[src/rtl/dpram_client.sv]
// Single-port initiator for one port of a dual-port block RAM (1-cycle synchronous read).
// Registers every RAM port signal, returns reads with a fixed 2-cycle latency and can sweep-clear the RAM.
module dpram_client #(
  parameter int                     addr_width_g     = 8,
  parameter int                     data_width_g     = 8,
  parameter bit                     clear_on_reset_g = 1'b1,
  parameter logic [data_width_g-1:0] clear_value_g   = {data_width_g{1'b0}}
) (
  input  logic                    clock,
  input  logic                    reset_n,
  input  logic                    req_valid,
  output logic                    req_ready,
  input  logic                    req_we,
  input  logic [addr_width_g-1:0] req_addr,
  input  logic [data_width_g-1:0] req_wdata,
  output logic                    rsp_valid,
  output logic [data_width_g-1:0] rsp_rdata,
  input  logic                    clear_start,
  output logic                    busy,
  output logic [addr_width_g-1:0] ram_address,
  output logic [data_width_g-1:0] ram_data,
  output logic                    ram_wren,
  input  logic [data_width_g-1:0] ram_q
);

  typedef enum logic [0:0] {
    ST_RUN   = 1'b0,
    ST_CLEAR = 1'b1
  } state_t;

  localparam state_t                  RESET_STATE = clear_on_reset_g ? ST_CLEAR : ST_RUN;
  localparam logic [addr_width_g-1:0] LAST_ADDR   = {addr_width_g{1'b1}};
  localparam logic [addr_width_g-1:0] ADDR_ONE    = {{(addr_width_g-1){1'b0}}, 1'b1};

  state_t                  state_q, state_d;
  logic [addr_width_g-1:0] cnt_q, cnt_d;
  logic [addr_width_g-1:0] addr_q, addr_d;
  logic [data_width_g-1:0] data_q, data_d;
  logic                    wren_q, wren_d;
  logic                    rd1_q, rd1_d;
  logic                    rd2_q;
  logic                    rsp_valid_q;
  logic [data_width_g-1:0] rsp_rdata_q;

  // Next-state decode: request issue in RUN, one clear write per cycle in CLEAR.
  always_comb begin
    state_d = state_q;
    cnt_d   = cnt_q;
    addr_d  = addr_q;
    data_d  = data_q;
    wren_d  = 1'b0;
    rd1_d   = 1'b0;
    case (state_q)
      ST_RUN: begin
        if (req_valid) begin
          addr_d = req_addr;
          data_d = req_wdata;
          wren_d = req_we;
          rd1_d  = ~req_we;
        end else begin
          wren_d = 1'b0;
        end
        // A request on the same edge is still issued; the sweep starts on the following edge.
        if (clear_start) begin
          state_d = ST_CLEAR;
          cnt_d   = {addr_width_g{1'b0}};
        end else begin
          state_d = ST_RUN;
        end
      end
      ST_CLEAR: begin
        addr_d = cnt_q;
        data_d = clear_value_g;
        wren_d = 1'b1;
        cnt_d  = cnt_q + ADDR_ONE;
        if (cnt_q == LAST_ADDR) begin
          state_d = ST_RUN;
        end else begin
          state_d = ST_CLEAR;
        end
      end
      default: begin
        state_d = RESET_STATE;
        cnt_d   = {addr_width_g{1'b0}};
      end
    endcase
  end

  // State, sweep counter and registered RAM port.
  always_ff @(posedge clock or negedge reset_n) begin
    if (!reset_n) begin
      state_q <= RESET_STATE;
      cnt_q   <= {addr_width_g{1'b0}};
      addr_q  <= {addr_width_g{1'b0}};
      data_q  <= {data_width_g{1'b0}};
      wren_q  <= 1'b0;
      rd1_q   <= 1'b0;
    end else begin
      state_q <= state_d;
      cnt_q   <= cnt_d;
      addr_q  <= addr_d;
      data_q  <= data_d;
      wren_q  <= wren_d;
      rd1_q   <= rd1_d;
    end
  end

  // Read response pipeline: RAM samples one edge after issue, data captured the edge after.
  always_ff @(posedge clock or negedge reset_n) begin
    if (!reset_n) begin
      rd2_q       <= 1'b0;
      rsp_valid_q <= 1'b0;
      rsp_rdata_q <= {data_width_g{1'b0}};
    end else begin
      rd2_q       <= rd1_q;
      rsp_valid_q <= rd2_q;
      if (rd2_q) begin
        rsp_rdata_q <= ram_q;
      end else begin
        rsp_rdata_q <= rsp_rdata_q;
      end
    end
  end

  assign req_ready   = (state_q == ST_RUN);
  assign busy        = (state_q == ST_CLEAR);
  assign ram_address = addr_q;
  assign ram_data    = data_q;
  assign ram_wren    = wren_q;
  assign rsp_valid   = rsp_valid_q;
  assign rsp_rdata   = rsp_rdata_q;

endmodule

[config.mk]
export PLATFORM = sky130hd
export DESIGN_NAME = dpram_client
export DESIGN_NICKNAME = d
export VERILOG_FILES = /design/src/rtl/dpram_client.sv
export SDC_FILE = /design/constraint.sdc
export NUM_CORES = 1
export LEC_CHECK = 0
export CORE_UTILIZATION = 40
export CTS_CLUSTER_DIAMETER = 100
export DETAILED_ROUTE_END_ITERATION = 12
export PLACE_DENSITY = 0.69
export SLEW_MARGIN = 20
export SYNTH_ARGS = -nofsm -noshare
export SYNTH_HDL_FRONTEND = slang
export SYNTH_SLANG_ARGS = --single-unit
[constraint.sdc]
create_clock -name clock -period 1.6 [get_ports clock]
set_clock_uncertainty 0.1 [all_clocks]
set_input_delay 0.16 -clock clock [delete_from_list [all_inputs] [get_ports clock]]
set_output_delay 0.16 -clock clock [all_outputs]
set_load 0.05 [all_outputs]
* Word level (Yosys, flattened, before mapping)
Cells that the tools add are included.
** Word-level totals
- Flip-flop bits (word level) :: 37
- Input bits :: 29
- Output and inout port bits :: 28
- Logic and storage cells :: 28
** Cells by class
- $add $sub $neg :: 1
- Equality and inequality tests :: 3
- Multiplexer cells :: 13
- Bitwise operators :: 2
** Operator list (count)
- one-hot mux 8 bit (2 select lines) :: 3
- two-way mux 8 bit :: 3
- adder 8 x 1 -> 8 bit (second input constant) :: 1
- == test 8 bit (second input constant) :: 1
- two-way mux 1 bit :: 5
- one-hot mux 1 bit (2 select lines) :: 2
- inequality test 2 x 1 -> 1 bit (second input constant) :: 1
- inequality test 2 bit (second input constant) :: 1
- inverter 1 bit :: 2

* Logic depth before layout (Yosys ltp)
Gate-level depths: netlist (run 1).
- Depth after elaboration :: 3
- Mapped depth :: 5
- Depth with buffers taken out :: 4

* Worst setup path before layout (run 1)
OpenSTA, ideal clock, no wires.
- Path kind :: register to register
- Start point :: register state_q, in the netlist busy
- End point :: register cnt_q[7]
- Library setup time :: 87 ps
- Data arrival time :: 1506 ps
- Data required time :: 1413 ps
- Path slack :: -93 ps
- Cell stages (with the launch flop) :: 5
- Buffers on the path :: 1
- Period minus slack after synthesis :: 1693 ps
- Cells stage by stage :: dfstp_2 -> buf_4 -> inv_2 -> or4_1 -> o211ai_1
** Between the ends
- Cells in the longest elaborated chain, start to end :: 2
- Elaborated cells between the ends (all ways) :: 3
- Classes of those cells :: eq/ne: 1; mux: 1; bitwise: 1
** Ends and longest elaborated chain
- from (decl) :: RTL line 35 : state_t state_q, state_d;
- from (signal assigned) :: RTL line 99 : state_q <= state_d;
- inverter 1 bit
- one-hot mux 8 bit (2 select lines) / inequality test 2 x 1 -> 1 bit (equally long branches)
- to (signal assigned) :: RTL line 93 : cnt_q <= {addr_width_g{1'b0}};
- to (signal assigned) :: RTL line 100 : cnt_q <= cnt_d;
- to (decl) :: RTL line 36 : logic [addr_width_g-1:0] cnt_q, cnt_d;
Parallel ways exist; a longest one is shown, timed or not.
A chain may end at the register's enable or synchronous reset.

* Final worst setup path (run 1)
- Start point :: register state_q, in the netlist busy
- End point :: output busy
** RTL lines
- to (decl) :: RTL line 19 : output logic busy,
No word-level cell between the ends.

==> flow_metrics.tcl, run 1 <==
set metrics [dict create \
    area_growth_pct 43.3 \
    ys_ff_latch 37 \
    rsz0062_at_grt "no" \
    drv_slew 0 \
    row_count 22 \
    gr-total-overflow 0 \
    fin_crit_sh 0.901 \
    routedWlPerCell_um 13.9 \
    yosysMostFrequentCell "dfrtp_1" \
    routabilityCongestion 0.799 \
    critPathArrivalTime_ns 1.18 \
    drv_cap 0 \
    crit_family "flip-flops" \
    synth_top_area_frac 0.586 \
    syn_inst 131 \
    syn_nets 161 \
    finalInstanceArea_um2 2200 \
    grt_max_degree 23 \
    postSynthAreaPerCell_um2 11.7 \
    routed_wl_mm 3.32 \
    power_density_nw_per_um2 1470 \
    finalSetupViolCount 0 \
    core_region_area_um2 3660 \
    sequentialPowerShare 0.429 \
    numCtsBuffers 5 \
    hold_viol_final 0 \
    place_ws_ns 0.190 \
    maxSlewHeadroom 0.728 \
    fillers 320 \
    m1WireLength_mm 1.43 \
    dpl_cell_area_um2 2110 \
    synth_area_leader_cell "dfrtp_1" \
    route.detailed.drc 0 \
    root_buffer "clkbuf_8" \
    drive_gt1_frac 0.257 \
    power_frac_clock 0.198 \
    viasPerCell 4.89 \
    path_buf_inv 2 \
    synth_common_cells "dfrtp_1, mux2i_1, nand2_1" \
    timing_worst_setup_path_type "flip-flop to primary output" \
    grt_pass1_wl_mm 5.57 \
    seqCellArea_um2 927 \
    synth_area_leaders "dfrtp_1, mux2i_1, mux2_2, nand2_1, nor2_1" \
    fin_setup_tns_ns 0 \
    grt_pass1_vias 1190 \
    netlist_area_um2 1540 \
    drt-pass1-iter-count 4 \
    clockBufferDepth 2 \
    wl_met3_um 212 \
    port_buffers 56 \
    grt.total_usage 0.181 \
    io_pins 57 \
    insertion_delay_ns 0.28 \
    required_ns 1.34 \
    cts.sinks 37 \
    diodes 0 \
    hold_class "primary input to asynchronous set/reset pin" \
    initial_core_util 0.420 \
    chipWidth_um 64 \
    worstPathMaxFanout 13 \
    drt_iter0_drc 35 \
    top_layer_used "met4" \
    ir_drop_mv 0.952 \
    path_clk_slew_ns 0.07 \
    multi_input_area_um2 559 \
    outcome "finished clean" \
    hpwl_mm 2.47 \
    ant_nets 0 \
    slowest_stage "dfstp_2" \
    worst_pin_slew_ns 0.407 \
    yosysSeqAreaShare 0.603 \
    h-tree-depth 2 \
    via_count 1168 \
    synth_ff_type "dfrtp_1" \
    dieHeight_um 64 \
    ys_types 27 \
    p_leak_nw 1.05 \
    fin_ws_ns 0.159 \
    postCtsSetupBuffers 0 \
    final_nets 221 \
    wl_met2_mm 1.61 \
    comb_power_share 0.374 \
    cp_cell_sequence "buf_4, buf_12" \
    p_sw_mw 1.27 \
    synth-edff-count 0 \
    p_int_mw 1.97 \
    async_flop_share 1.00 \
    antenna_found_initial 0 \
    min_period_ns 1.44 \
    slowest_delay_ns 0.54 \
    p_sw_frac 0.392 \
    cp-start-kind "flip-flop" \
    dieArea_um2 4100 \
    cts_tree "done" \
    ys_warn_count 0 \
    timing.fmax_mhz 694 \
    cts_hold_buf 1 \
    ctsResizeCount 0 \
    end_kind "primary output" \
]
worst paths after layout:
check | startpoint | to | slack, ns | cells past startpoint
min reg2reg | rd1_q | rd2_q | 0.26 | 0
max reg2reg | busy | cnt_q[6] | 0.20 | 4
max | busy | busy | 0.16 | 2
min in group clock | rd1_q | rd2_q | 0.26 | 0
max in group asynchronous | reset_n | rsp_rdata[6] | 0.74 | 3
min | reset_n | ram_data[7] | 0.22 | 2
flip-flops by register name (all words and copies together), names as in the netlist:
name,cells
cnt_q,8
ram_address,8
ram_data,8
rsp_rdata,8
busy,1
ram_wren,1
rd1_q,1
rd2_q,1
rsp_valid,1
cells by family (layout without fill, tap and decap cells):
family / count (synthesis) / in the layout / share of synthesized area
AOI/OAI and AO/OA: 19 / 19 / 0.0732
xor gates and xnor gates: 2 / 2 / 0.0114
adders and majority gates: 1 / 1 / 0.00814
buffers and inverters: 10 / 70 / 0.0334
DFF: 37 / 37 / 0.603
muxes: 24 / 24 / 0.163
and+or+nand+nor: 38 / 38 / 0.108
final cells by class:
cell class | count | share of cell area
Tap cell | 48 | 0.0273
Timing Repair Buffer | 61 | 0.256
Clock buffer | 7 | 0.0392
Inverter | 2 | 0.00341
Sequential cell | 37 | 0.421
Multi-Input combinational cell | 84 | 0.254
layer usage:
layer / track usage / vias to the layer above
li1: - / 573
met1: 0.227 / 546
met2: 0.293 / 42
met3: 0.0464 / 7
met4: 0.0824 / 0
met5: 0 / -
cells in the final DEF, fill, tap and decap left out, drive strengths merged:
cell type       n
dfrtp          36
buf            33
clkdlybuf4s50  27
mux2i          16
nand2          15
nor2           13
mux2            8
o21ai           8
clkbuf          7
nand3           4
a21oi           3
nand4           2
o22ai           2
or4             2
o211ai          2
inv             2
a31oi           1
nor3b           1
xnor2           1
a21o            1
nor2b           1
a2bb2oi         1
a211oi          1
xor2            1
ha              1
dfstp           1
dlygate4sd3     1
power by group through the flow:
stage | Combinational (mW) | Clock, mW | Sequential (mW)
6_report | 1.21 | 0.639 | 1.39
5_1_grt | 1.31 | 0.703 | 1.42
4_1_cts | 1.22 | 0.659 | 1.38
3_5_place_dp | 1.22 | 0 | 1.40
3_3_place_gp | 1.19 | 0 | 1.38
2_1_floorplan | 0.423 | 0 | 1.77
per-stage QoR:
| step | utilization | power, mW | hold WS [ns] | cells |
|---|---|---|---|---|
| finish | 0.602 | 3.23 | 0.223 | 239 |
| global route | 0.602 | 3.43 | 0.250 | 239 |
| CTS | 0.602 | 3.26 | 0.238 | 239 |
| detailed placement | 0.576 | 2.61 | 0.00787 | 231 |
| global placement | 0.576 | 2.58 | -0.00115 | 231 |
| floorplan | - | 2.20 | -0.236 | 131 |
(Power assumes the default switching activity.)
==> inputs of run 2 (changes only) <==
--- a/config.mk
+++ b/config.mk
@@ -9,6 +9,8 @@
 export CTS_CLUSTER_DIAMETER = 100
 export DETAILED_ROUTE_END_ITERATION = 12
 export PLACE_DENSITY = 0.69
+export REMOVE_ABC_BUFFERS = 1
+export SETUP_SLACK_MARGIN = 0.15
 export SLEW_MARGIN = 20
 export SYNTH_ARGS = -nofsm -noshare
 export SYNTH_HDL_FRONTEND = slang
==> constraint.sdc (replaced) <==
create_clock -name clock -period 1.6 [get_ports clock]
set_clock_uncertainty 0.1 [all_clocks]
set_input_delay 0.48 -clock clock [delete_from_list [all_inputs] [get_ports clock]]
set_output_delay 0.48 -clock clock [all_outputs]
set_load 0.05 [all_outputs]
==> run 2 against run 1 <==
Effect of this change: the flow now finishes with violations (negative setup slack); core utilization increased by 13 points; count of clock-buffer cells in the layout unchanged; critical path type unchanged; register-to-register slack worse by 0.16 ns; highest routed layer unchanged.
==> flow_metrics.tcl, run 2 (synthesis gave the netlist of run 1 again) <==
set metrics [dict create \
    drt_iter0_drc 40 \
    root_buffer "clkbuf_8" \
    final_common_cell "dfrtp_1" \
    fillers 244 \
    worstSetupStartpoint "busy" \
    p_leak_nw 1.23 \
    numCtsBuffers 5 \
    timing.fmax_mhz 601 \
    maxSlewHeadroom 0.761 \
    timing_worst_setup_path_type "flip-flop to primary output" \
    h-tree-depth 2 \
    power_density_nw_per_um2 1430 \
    dp_cells 238 \
    seqCellArea_um2 927 \
    via_count 1244 \
    cts_tree "done" \
    layout_common_cells "dfrtp_1, buf_12, clkdlybuf4s50_1, nand2_1, mux2i_1" \
    grt_pass1_vias 1287 \
    r2r_start "busy" \
    fin_cells 253 \
    drv_slew 0 \
    drive_gt1_frac 0.332 \
    finalSetupViolCount 1 \
    area_growth_pct 73.9 \
    port_buffers 56 \
    hold_viol_final 0 \
    routed_wl_mm 3.69 \
    dieArea_um2 4100 \
    critPathArrivalTime_ns 1.08 \
    grt.total_usage 0.204 \
    power_mw 3.83 \
    cp-start-kind "flip-flop" \
    antenna_found_initial 0 \
    grt_max_degree 16 \
    row_count 22 \
    final_nets 234 \
    routedWlPerCell_um 14.6 \
    min_period_ns 1.66 \
    required_ns 1.02 \
    routabilityCongestion 0.786 \
    ant_nets 0 \
    violations "negative setup slack" \
    drv_cap 0 \
    fin_ws_ns -0.0639 \
    rsz0062_at_grt "yes" \
    ir_drop_mv 0.926 \
    diodes 0 \
    grt_pass1_wl_mm 6.22 \
    end_kind "primary output" \
    dieHeight_um 64 \
    outcome "complete, but fails checks" \
    hold_class "flip-flop to flip-flop" \
    core_region_area_um2 3660 \
    clockBufferDepth 2 \
    insertion_delay_ns 0.28 \
    initial_core_util 0.420 \
    fin_crit_sh 1.04 \
    route.detailed.drc 0 \
    gr-total-overflow 0 \
    path_clk_slew_ns 0.07 \
    viasPerCell 4.92 \
    holdCritStartpoint "rd1_q" \
    cts.sinks 37 \
    worstPathMaxFanout 4 \
    worst_pin_slew_ns 0.359 \
    multi_input_area_um2 581 \
    io_pins 57 \
    hpwl_mm 2.80 \
    chipWidth_um 64 \
    drt-pass1-iter-count 4 \
]
[run 2: layer usage]
layer | GRT usage | share of wire
met4 | 0.0852 | 0.010
met2 | 0.359 | 0.55
met5 | 0 | 0
met3 | 0.0339 | 0.034
met1 | 0.245 | 0.40
[run 2: worst max-delay path, stage by stage, from the launching register on]
cell     delay [ns]
dfstp_2        0.59
inv_2          0.07
buf_8          0.15
[run 2: final cells by class]
| cell class | instances | share of cell area |
|---|---|---|
| inverter | 2 | 0.00281 |
| timing repair buffer | 74 | 0.367 |
| sequential | 37 | 0.347 |
| clock inverter | 1 | 0.0112 |
| multi-input combinational | 84 | 0.217 |
| tap | 48 | 0.0225 |
| clock buffer | 7 | 0.0323 |
[run 2: timing repair]
item                                    in CTS  in global routing
endpoints found under the setup margin      14                 34
endpoints found under the hold margin        8                  0
pin swaps                                    6                  3
resized for setup                            4                  7
setup buffers                                4                  2
hold buffers                                 1                  0
[run 2: metrics by stage]
stage               instance area (µm²)  setup WS (ns)   util  TNS [ns]  hold slack [ns]
finish                             2670        -0.0639  0.730   -0.0639            0.252
global placement                   2460        -0.0496  0.672    -0.577            0.236
global route                       2670        -0.0995  0.730    -0.139            0.264
CTS                                2630        -0.0740  0.719   -0.0851            0.251
detailed placement                 2460         -0.112  0.672     -1.21            0.236
floorplan                          1490         -0.434      -     -1.11           0.0844
[run 2: path summary, 6_finish.rpt]
check / endpoint / slack, ns / cells after the start
worst max register to register: cnt_q[7] / 0.04 / 4
worst min-delay path: rd2_q / 0.25 / 0
worst min register to register: rd2_q / 0.25 / 0
worst max-delay path: req_ready / -0.06 / 2
min in group asynchronous: cnt_q[5] / 0.51 / 2
max in group asynchronous: rsp_rdata[5] / 0.43 / 3
[run 2: power by group]
group / switching, mW / total [mW] / internal (mW)
clock: 0.308 / 0.816 / 0.508
combinational: 0.778 / 1.57 / 0.790
sequential: 0.280 / 1.45 / 1.17
total: 1.37 / 3.83 / 2.47
